==> src/rtl/keypad_pkg.sv <==
// ---------------------------------------------------------------------------
// keypad_pkg
// Shared definitions for the matrix keypad scanner:
//   NO_KEY     - all-ones code reported when no single key is held; modules
//                take the low CODE_W bits.
//   key_state_e - debounce FSM states (IDLE: no key accepted, HELD: key accepted).
//   phone_map  - telephone layout for a 4x3 pad:
//                row0 1,2,3 / row1 4,5,6 / row2 7,8,9 / row3 *(12),0,#(11).
// ---------------------------------------------------------------------------
package keypad_pkg;

    localparam logic [31:0] NO_KEY = '1;

    typedef enum logic {
        IDLE = 1'b0,
        HELD = 1'b1
    } key_state_e;

    function automatic logic [3:0] phone_map(input int unsigned row, input int unsigned col);
        logic [3:0] code;
        code = 4'hF;
        case (row)
            0, 1, 2: code = 4'(row * 3 + col + 1);
            default: begin
                case (col)
                    0:       code = 4'd12;
                    1:       code = 4'd0;
                    default: code = 4'd11;
                endcase
            end
        endcase
        return code;
    endfunction

endpackage

==> src/rtl/keypad_frame_debounce.sv <==
// ---------------------------------------------------------------------------
// keypad_frame_debounce
// Frame-level debouncer and press/release FSM. Each frame result is compared
// with a candidate; once the candidate has been seen DEBOUNCE_FRAMES frames
// in a row and differs from the reported key, the outputs change on the
// following cycle.
// Ports:
//   clk              in   system clock
//   rst              in   asynchronous active-high reset
//   i_frame_done     in   1-cycle pulse at the end of each scan frame
//   i_frame_result   in   decoded frame result (NO_KEY for none / ghost)
//   o_key_code       out  accepted key code, NO_KEY when idle
//   o_key_valid      out  high while a key is accepted
//   o_key_press      out  1-cycle strobe on a newly accepted key
//   o_key_release    out  1-cycle strobe when the accepted key is lost/replaced
// ---------------------------------------------------------------------------
module keypad_frame_debounce
    import keypad_pkg::*;
#(
    parameter int CODE_W          = 4,
    parameter int DEBOUNCE_FRAMES = 4
) (
    input  logic              clk,
    input  logic              rst,
    input  logic              i_frame_done,
    input  logic [CODE_W-1:0] i_frame_result,
    output logic [CODE_W-1:0] o_key_code,
    output logic              o_key_valid,
    output logic              o_key_press,
    output logic              o_key_release
);

    localparam int                CNT_W     = $clog2(DEBOUNCE_FRAMES + 1);
    localparam logic [CNT_W-1:0]  CNT_FULL  = CNT_W'(DEBOUNCE_FRAMES);
    localparam logic [CODE_W-1:0] NO_KEY_C  = NO_KEY[CODE_W-1:0];

    logic [CODE_W-1:0] r_cand;
    logic [CNT_W-1:0]  r_count;
    key_state_e        r_state;
    logic [CODE_W-1:0] r_key_code;
    logic              r_key_valid;
    logic              r_key_press;
    logic              r_key_release;

    key_state_e        w_state_nxt;
    logic [CODE_W-1:0] w_code_nxt;
    logic              w_valid_nxt;
    logic              w_press_nxt;
    logic              w_release_nxt;
    logic              w_accept;

    // A stable candidate that differs from the reported key is accepted.
    // After an accept the two match, so the next accept needs a new
    // candidate, which only appears at a later frame end.
    assign w_accept = (r_count == CNT_FULL) && (r_cand != r_key_code);

    // NOTE: sequential state uses non-blocking assignments so every flop
    // samples the pre-edge values, independent of statement order.
    always_ff @(posedge clk or posedge rst) begin
        if (rst) begin
            r_cand  <= NO_KEY_C;
            r_count <= '0;
        end else if (i_frame_done) begin
            if (i_frame_result == r_cand) begin
                if (r_count != CNT_FULL) begin
                    r_count <= r_count + CNT_W'(1);
                end
            end else begin
                r_cand  <= i_frame_result;
                r_count <= CNT_W'(1);
            end
        end
    end

    always_comb begin
        // NOTE: every output of this block gets a default first, so no path
        // leaves one unassigned and no latch is inferred.
        w_state_nxt   = r_state;
        w_code_nxt    = r_key_code;
        w_valid_nxt   = r_key_valid;
        w_press_nxt   = 1'b0;
        w_release_nxt = 1'b0;
        if (w_accept) begin
            case (r_state)
                IDLE: begin
                    w_code_nxt  = r_cand;
                    w_valid_nxt = 1'b1;
                    w_press_nxt = 1'b1;
                    w_state_nxt = HELD;
                end
                HELD: begin
                    w_release_nxt = 1'b1;
                    if (r_cand == NO_KEY_C) begin
                        w_code_nxt  = NO_KEY_C;
                        w_valid_nxt = 1'b0;
                        w_state_nxt = IDLE;
                    end else begin
                        // Roll-over: old key released and new key pressed together.
                        w_code_nxt  = r_cand;
                        w_press_nxt = 1'b1;
                    end
                end
                default: w_state_nxt = IDLE;
            endcase
        end
    end

    always_ff @(posedge clk or posedge rst) begin
        if (rst) begin
            r_state       <= IDLE;
            r_key_code    <= NO_KEY_C;
            r_key_valid   <= 1'b0;
            r_key_press   <= 1'b0;
            r_key_release <= 1'b0;
        end else begin
            r_state       <= w_state_nxt;
            r_key_code    <= w_code_nxt;
            r_key_valid   <= w_valid_nxt;
            r_key_press   <= w_press_nxt;
            r_key_release <= w_release_nxt;
        end
    end

    assign o_key_code    = r_key_code;
    assign o_key_valid   = r_key_valid;
    assign o_key_press   = r_key_press;
    assign o_key_release = r_key_release;

endmodule

==> src/rtl/matrix_keypad_scanner.sv <==
// ---------------------------------------------------------------------------
// matrix_keypad_scanner
// Scans a ROWS x COLS switch matrix: drives one row at a time (one-hot,
// rotating toward bit 0), samples synchronised column lines at the end of
// each row dwell, and builds a per-frame result (single key -> its code,
// none or several -> NO_KEY). Debounce and strobes live in
// keypad_frame_debounce.
// Ports:
//   clk          in   system clock
//   rst          in   asynchronous active-high reset
//   col_in       in   column sense (active-high, async); col_in[COLS-1] = column 0
//   row_drive    out  one-hot row drive; row_drive[ROWS-1] = row 0
//   key_code     out  accepted key code, all-ones when no key
//   key_valid    out  high while a key is accepted
//   key_press    out  1-cycle strobe on a newly accepted key
//   key_release  out  1-cycle strobe when the accepted key is lost/replaced
// ---------------------------------------------------------------------------
module matrix_keypad_scanner
    import keypad_pkg::*;
#(
    parameter int ROWS            = 4,
    parameter int COLS            = 3,
    parameter int CODE_W          = 4,
    parameter int SCAN_DIV        = 1000,
    parameter int DEBOUNCE_FRAMES = 4,
    parameter int MAP_PHONE       = 1
) (
    input  logic              clk,
    input  logic              rst,
    input  logic [COLS-1:0]   col_in,
    output logic [ROWS-1:0]   row_drive,
    output logic [CODE_W-1:0] key_code,
    output logic              key_valid,
    output logic              key_press,
    output logic              key_release
);

    localparam int                 DWELL_W    = $clog2(SCAN_DIV);
    localparam int                 ROW_W      = (ROWS > 1) ? $clog2(ROWS) : 1;
    localparam logic [DWELL_W-1:0] DWELL_LAST = DWELL_W'(SCAN_DIV - 1);
    localparam logic [ROW_W-1:0]   ROW_LAST   = ROW_W'(ROWS - 1);
    localparam logic [CODE_W-1:0]  NO_KEY_C   = NO_KEY[CODE_W-1:0];

    logic [COLS-1:0]    r_col_meta;
    logic [COLS-1:0]    r_col_sync;
    logic [DWELL_W-1:0] r_dwell;
    logic [ROWS-1:0]    r_row_drive;
    logic [ROW_W-1:0]   r_row_idx;
    logic [1:0]         r_acc_hits;   // 0, 1, or 2 meaning "two or more"
    logic [CODE_W-1:0]  r_acc_code;

    logic [1:0]         w_row_hits;
    int unsigned        w_row_col;
    logic [CODE_W-1:0]  w_hit_code;
    logic [2:0]         w_sum_hits;
    logic [1:0]         w_total_hits;
    logic [CODE_W-1:0]  w_new_code;
    logic               w_sample;
    logic               w_frame_done;
    logic [CODE_W-1:0]  w_frame_result;

    // Hits on the current row; column numbering is reversed against bit order.
    always_comb begin
        w_row_hits = 2'd0;
        w_row_col  = 0;
        for (int c = 0; c < COLS; c++) begin
            if (r_col_sync[COLS-1-c]) begin
                if (w_row_hits != 2'd2) begin
                    w_row_hits = w_row_hits + 2'd1;
                end
                w_row_col = c;
            end
        end
    end

    always_comb begin
        if (MAP_PHONE != 0) begin
            w_hit_code = CODE_W'(phone_map(32'(r_row_idx), w_row_col));
        end else begin
            w_hit_code = CODE_W'(32'(r_row_idx) * COLS + w_row_col);
        end
    end

    // Fold this row into the frame totals; the result includes the row
    // sampled on the frame-end cycle itself.
    assign w_sum_hits     = {1'b0, r_acc_hits} + {1'b0, w_row_hits};
    assign w_total_hits   = (w_sum_hits > 3'd2) ? 2'd2 : w_sum_hits[1:0];
    assign w_new_code     = (r_acc_hits == 2'd0 && w_row_hits == 2'd1) ? w_hit_code : r_acc_code;
    assign w_sample       = (r_dwell == DWELL_LAST);
    assign w_frame_done   = w_sample && (r_row_idx == ROW_LAST);
    assign w_frame_result = (w_total_hits == 2'd1) ? w_new_code : NO_KEY_C;

    always_ff @(posedge clk or posedge rst) begin
        if (rst) begin
            r_col_meta  <= '0;
            r_col_sync  <= '0;
            r_dwell     <= '0;
            r_row_drive <= {1'b1, {(ROWS-1){1'b0}}};
            r_row_idx   <= '0;
            r_acc_hits  <= 2'd0;
            r_acc_code  <= NO_KEY_C;
        end else begin
            r_col_meta <= col_in;
            r_col_sync <= r_col_meta;
            if (w_sample) begin
                r_dwell     <= '0;
                r_row_drive <= {r_row_drive[0], r_row_drive[ROWS-1:1]};
                r_row_idx   <= (r_row_idx == ROW_LAST) ? '0 : r_row_idx + ROW_W'(1);
                if (w_frame_done) begin
                    r_acc_hits <= 2'd0;
                    r_acc_code <= NO_KEY_C;
                end else begin
                    r_acc_hits <= w_total_hits;
                    r_acc_code <= w_new_code;
                end
            end else begin
                r_dwell <= r_dwell + DWELL_W'(1);
            end
        end
    end

    assign row_drive = r_row_drive;

    keypad_frame_debounce #(
        .CODE_W          (CODE_W),
        .DEBOUNCE_FRAMES (DEBOUNCE_FRAMES)
    ) u_debounce (
        .clk            (clk),
        .rst            (rst),
        .i_frame_done   (w_frame_done),
        .i_frame_result (w_frame_result),
        .o_key_code     (key_code),
        .o_key_valid    (key_valid),
        .o_key_press    (key_press),
        .o_key_release  (key_release)
    );

endmodule

==> config.mk <==
export PLATFORM = sky130hd
export DESIGN_NAME = matrix_keypad_scanner
export DESIGN_NICKNAME = d
export VERILOG_FILES = /design/src/rtl/keypad_pkg.sv /design/src/rtl/keypad_frame_debounce.sv /design/src/rtl/matrix_keypad_scanner.sv
export SDC_FILE = /design/constraint.sdc
export NUM_CORES = 1
export LEC_CHECK = 0
export CELL_PAD_IN_SITES_DETAIL_PLACEMENT = 1
export CELL_PAD_IN_SITES_GLOBAL_PLACEMENT = 2
export CORE_MARGIN = 3
export CORE_UTILIZATION = 41
export CTS_CLUSTER_DIAMETER = 200
export DETAILED_ROUTE_END_ITERATION = 6
export PLACE_DENSITY_LB_ADDON = 0.1
export SLEW_MARGIN = 20
export SYNTH_ARGS = -nofsm -noshare
export SYNTH_HDL_FRONTEND = slang
export SYNTH_SLANG_ARGS = --single-unit
==> constraint.sdc <==
create_clock -name clk -period 7.4 [get_ports clk]
set_input_delay 0.74 -clock clk [delete_from_list [all_inputs] [get_ports clk]]
set_output_delay 0.74 -clock clk [all_outputs]
set_load 0.05 [all_outputs]
Word-level counts from Yosys, hierarchy flattened

Index checks and enable logic that the tools add are counted.

Bitwise operators: 2
$add $sub $neg: 8
Equality and inequality tests: 16
$mul: 1
Muxes and demuxes: 27
Magnitude comparators: 1
Reduce and logical (&&, ||, !) cells: 10

Operators with widths:

| operator                | number |
|---|---|
| $eq A32 B1 Y1 const B   | 1 |
| $logic_not A32 Y1       | 1 |
| $mux W4                 | 5 |
| $mux W2                 | 8 |
| $pmux W4 S2             | 2 |
| $add A10 B1 Y10 const B | 1 |
| $eq A10 B10 Y1 const B  | 1 |
| $mux W10                | 1 |
| $ne A2 B2 Y1 const B    | 4 |
| $mux W1                 | 7 |
| $add A2 B1 Y2 const B   | 3 |
| $eq A2 B1 Y1 const B    | 3 |
| $mux W3                 | 2 |
| $reduce_and A2 Y1       | 3 |
| $add A4 B1 Y4 const B   | 1 |
| $add A4 B4 Y4           | 1 |
| $eq A2 B2 Y1 const B    | 2 |
| $eq A4 B4 Y1            | 1 |
| $eq A4 B4 Y1 const B    | 1 |
| $logic_not A2 Y1        | 2 |
| $mul A2 B2 Y4 const B   | 1 |
| $ne A4 B4 Y1            | 1 |
| $pmux W1 S2             | 2 |
| $add A2 B2 Y3           | 1 |
| other kinds (7)         | 10 |

Logic and storage cells: 79
Flip-flop bits (word level): 43
Output and inout port bits: 11

Depth between registers and ports, before layout

Word-level depth: 15
Mapped depth: 14

Hierarchy

A second synthesis with hierarchy kept.

Cells, all modules: 209
Area, all modules: 2273.4 µm²

By module, submodules not included:

| module                | cells an instance | area an instance (µm²) | times used |
|---|---|---|---|
| matrix_keypad_scanner | 152               | 1541.5                 | 1 |
| keypad_frame_debounce | 57                | 732.0                  | 1 |

Worst setup path before layout

OpenSTA, ideal clock, no wires.

Path type: reg2reg
Start: register r_col_sync[1]
End: register u_debounce.r_count[2]
Path slack: 4.503 ns
Data required time: 7.323 ns
Buffers on the path: 1
Arrival time: 2.819 ns
Cell stages (with the launch flop): 15
Cell sequence: dfrtp_1 inv_1 ha_1 mux2i_1 inv_1 ha_1 inv_1 fa_1 and3_1 clkbuf_1 o211ai_1 xnor2_1 o2111ai_2 o21bai_1 a21oi_1

Word-level cells in the longest chain between the ends: 12
Elaborated cells on any way between the ends: 25
Those cells by class: 4 x add/sub; 1 x order compare; 6 x eq/ne; 11 x mux; 3 x reduce/logical

RTL lines:

| element                                       | line                                                     | source |
|---|---|---|
| start, declared                               | matrix_keypad_scanner.sv:45                              | `logic [COLS-1:0] r_col_sync;` |
| start signal, assigned                        | matrix_keypad_scanner.sv:104                             | `r_col_sync <= r_col_meta;` |
| $mux W2                                       | matrix_keypad_scanner.sv:67                              | `if (r_col_sync[COLS-1-c]) begin` |
| $add A2 B1 Y2 or $ne A2 B2 Y1 (tied branches) | matrix_keypad_scanner.sv:69, matrix_keypad_scanner.sv:68 |  |
| $mux W2                                       | matrix_keypad_scanner.sv:68                              | `if (w_row_hits != 2'd2) begin` |
| $mux W2                                       | matrix_keypad_scanner.sv:67                              |  |
| $add A2 B2 Y3                                 | matrix_keypad_scanner.sv:86                              | `assign w_sum_hits = {1'b0, r_acc_hits} + {1'b0, w_row_hits};` |
| $gt A3 B2 Y1                                  | matrix_keypad_scanner.sv:87                              | `assign w_total_hits = (w_sum_hits > 3'd2) ? 2'd2 : w_sum_hits[1:0];` |
| $mux W2                                       | matrix_keypad_scanner.sv:87                              |  |
| $eq A2 B1 Y1                                  | matrix_keypad_scanner.sv:91                              | `assign w_frame_result = (w_total_hits == 2'd1) ? w_new_code : NO_KEY_C;` |
| $mux W4 (*)                                   | matrix_keypad_scanner.sv:91                              |  |
| $eq A4 B4 Y1 (*)                              | keypad_frame_debounce.sv:64                              | `if (i_frame_result == r_cand) begin` |
| $ne A2 B2 Y1 (no source line)                 | n/a                                                      |  |
| $reduce_and A2 Y1 (no source line)            | n/a                                                      |  |
| end signal, assigned                          | keypad_frame_debounce.sv:66                              | `r_count <= r_count + CNT_W'(1);` |
| end, declared                                 | keypad_frame_debounce.sv:38                              | `logic [CNT_W-1:0] r_count;` |

Mark *: on every way between the ends. The rest lies on a longest branch, timed or not.
A chain may end at the register's enable or synchronous reset.

Worst setup path after layout

Ends and elaborated chain as after synthesis.

==> impl_metrics.toml <==
[clocking]
hold_buffers = 0
cts_made_buffers = 5
clk_latency_ns = 0.29
cts_setup_buffers = 0
cts_tree = "yes"
cts_resized = 0
root_buffer = "clkbuf_8"
clk_pin_slew_ns = 0.08
max-clock-path-buffers = 2
htree_levels = 2
cts_sinks = 43

[yosys]
async_flop_share = 1.000
synth_warnings = 0
yosysSeqAreaShare = 0.4949
yosysTopAreaCell = "dfrtp_1"
synth_cell_types = 42
synth_area_um2 = 2207
syn_nets = 230
syn_area_per_cell_um2 = 10.51
synth_top_area_share = 0.3401
ys.flop_type = "dfrtp_1"
yosys_register_bits = 43
synth_cells = 210
synth_edf_count = 0
synth_area_leaders = "dfrtp_1 (34%), dfstp_2 (15%), ha_1 (6.8%)"

[drt]
wirelength_um = 4440
drt_iter0_markers = 18
wire_per_inst_um = 14.85
vias = 1544
ant_nets = 0
drc = 0
vias_per_cell = 5.164
first_pass_iters = 4

[placement]
placed_area_um2 = 2432
finalWeightedCongestion = 0.7687
dp_cells = 291
dp_slack_ns = 4.215
portBuffers = 15
place_hpwl_um = 3273

[floorplan]
num_rows = 26
start_util = 0.4267
die_h_um = 79.37
die_w_um = 79.37
io_pins = 16
dieArea_um2 = 6300
core_um2 = 5172

[global_route]
antenna_found_initial = 0
overflow = 0
grt_pass1_wl_um = 7817
grt_max_degree = 44
grt_usage = 0.1604
grt_pass1_vias = 1669

[setup_path]
cp_max_fo = 7
ff2ff_setup_slack_ns = 4.18
slowest_delay_ns = 0.42
cp_cell_sequence = "inv_1 > ha_1 > mux2i_1 > inv_1 > ha_1 > inv_1 > fa_1 > and3_1 > o211ai_1 > xnor2_1 > o2111ai_2 > o21bai_1 > a21oi_1"
arrival_ns = 3.44
endpoint_kind = "flop"
critPathLaunchType = "flop"
crit_path_frequent_cell = "inv_1"
timing_worst_setup_path_type = "flop to flop"
cpMaxStageDelayCell = "mux2i_1"
critPathRequiredTime_ns = 7.61

[pwr]
vdd_drop_max_uv = 77.56
power_mw = 0.4509
p_per_area_nw_per_um2 = 176.8
leakagePower_nw = 1.135

[sta]
finalCritPeriodShare = 0.4352
drv_slew = 0
fin_crit_ns = 3.221
rsz0062_at_grt = "no"
fin_ws_ns = 4.179
tns_ns = 0
skew_ns = 0.005372
worst_slew_pin_slew_ns = 0.5660
setup_viol = 0
timing.slew.headroom = 0.6207
fin_hold_ws_ns = 0.3529
hold_viol_final = 0
timing.fmax_mhz = 310.5

[final_layout]
area_delta_synth_final_pct = 15.53
nNetsFinal = 248
multiInputGateArea_um2 = 1054
fillers = 581
final_area_um2 = 2550
layout-drive-gt1-share = 0.1485
post-route-util = 0.4930
antennaDiodeCount = 0
regArea_um2 = 1092
finalNonFillerCells = 299

[flow_run]
max_cap_viol_count = 0

[worst_hold_path]
worstHoldPathType = "flop to flop"

[outcome]
outcome = "finished clean"
worst max-delay path: cells and delay by family, from the launching register on:
kind | cells | cell delay, ns
AO/OA/AOI/OAI | 4 | 0.71
flip-flops | 1 | 0.41
AND/OR/NAND/NOR | 1 | 0.28
multiplexers | 1 | 0.42
buffers and inverters | 3 | 0.24
adder cells (fa/ha/maj) | 3 | 0.90
XOR/XNOR | 1 | 0.18
sequential cells by signal, summed over array words and instances, names as in the netlist, 2 cells and up:
name and count:
row_drive 4, r_acc_code 4, r_row_idx 2, u_debounce.o_key_code 4, r_col_sync 3, r_dwell 10, r_acc_hits 2, u_debounce.r_cand 4
u_debounce.r_count 3, r_col_meta 3
cells in the mapped netlist (all sizes together), types with 2 or more instances:
library cell	count
mux2i	3
o41ai	3
xor2	4
inv	11
nor3	3
a21o	3
nor2b	2
o21ai	8
dfstp	13
nand2b	3
o211ai	3
clkbuf	4
and2	3
a21oi	12
mux2	6
fa	3
nor2	22
nand2	26
and3	3
xnor2	11
ha	12
dfrtp	30
nand3	5
where the power goes:
group          internal, mW  switching (mW)  leakage, nW
clock network         0.109          0.0793       0.0612
registers             0.237         0.00135        0.525
logic               0.00905          0.0153        0.549
total                 0.355          0.0959         1.14
layer usage:
| layer | track usage | up-vias | wire length [um] |
|---|---|---|---|
| li1 | - | 752 | - |
| met1 | 0.1964 | 762 | 2016 |
| met2 | 0.2736 | 26 | 2251 |
| met3 | 0.03950 | 4 | 130 |
| met4 | 0.05842 | 0 | 42 |
| met5 | 0 | - | 0 |
cell usage in the layout, fill, tap and decap left out, types with 7 or more instances in the layout:
master,n
a21oi_1,12
nor2_1,22
dfstp_2,13
o21ai_0,7
inv_1,11
dfrtp_1,30
nand2_1,25
xnor2_1,11
ha_1,12
clkdlybuf4s50_1,15
worst paths after layout:
check / from / endpoint / cells after the start
min in group asynchronous: rst / u_debounce.o_key_press / 3
worst max-delay path: r_col_sync[1] / u_debounce.r_count[2] / 13
worst min-delay path: r_col_meta[1] / r_col_sync[1] / 0
max in group asynchronous: rst / r_acc_code[2] / 3
worst max register to register: r_col_sync[1] / u_debounce.r_count[2] / 13
worst min register to register: r_col_meta[1] / r_col_sync[1] / 0
final cells by class:
class / count / area share
sequential: 43 / 0.4284
multi-input combinational: 151 / 0.4131
timing repair buffer: 16 / 0.06183
tap: 70 / 0.03435
clock buffer: 6 / 0.03238
inverter: 11 / 0.01619
clock inverter: 2 / 0.01374
cells by family after synthesis:
kind of cell / Yosys count / share of synthesized area
AO/OA/AOI/OAI: 37 / 0.1128
AND/OR/NAND/NOR: 75 / 0.1655
multiplexers: 9 / 0.04422
buffers and inverters: 16 / 0.02777
flip-flops: 43 / 0.4949
adder cells (fa/ha/maj): 15 / 0.09524
XOR/XNOR: 15 / 0.05952
Note: power is estimated with default switching activity, not from simulation.
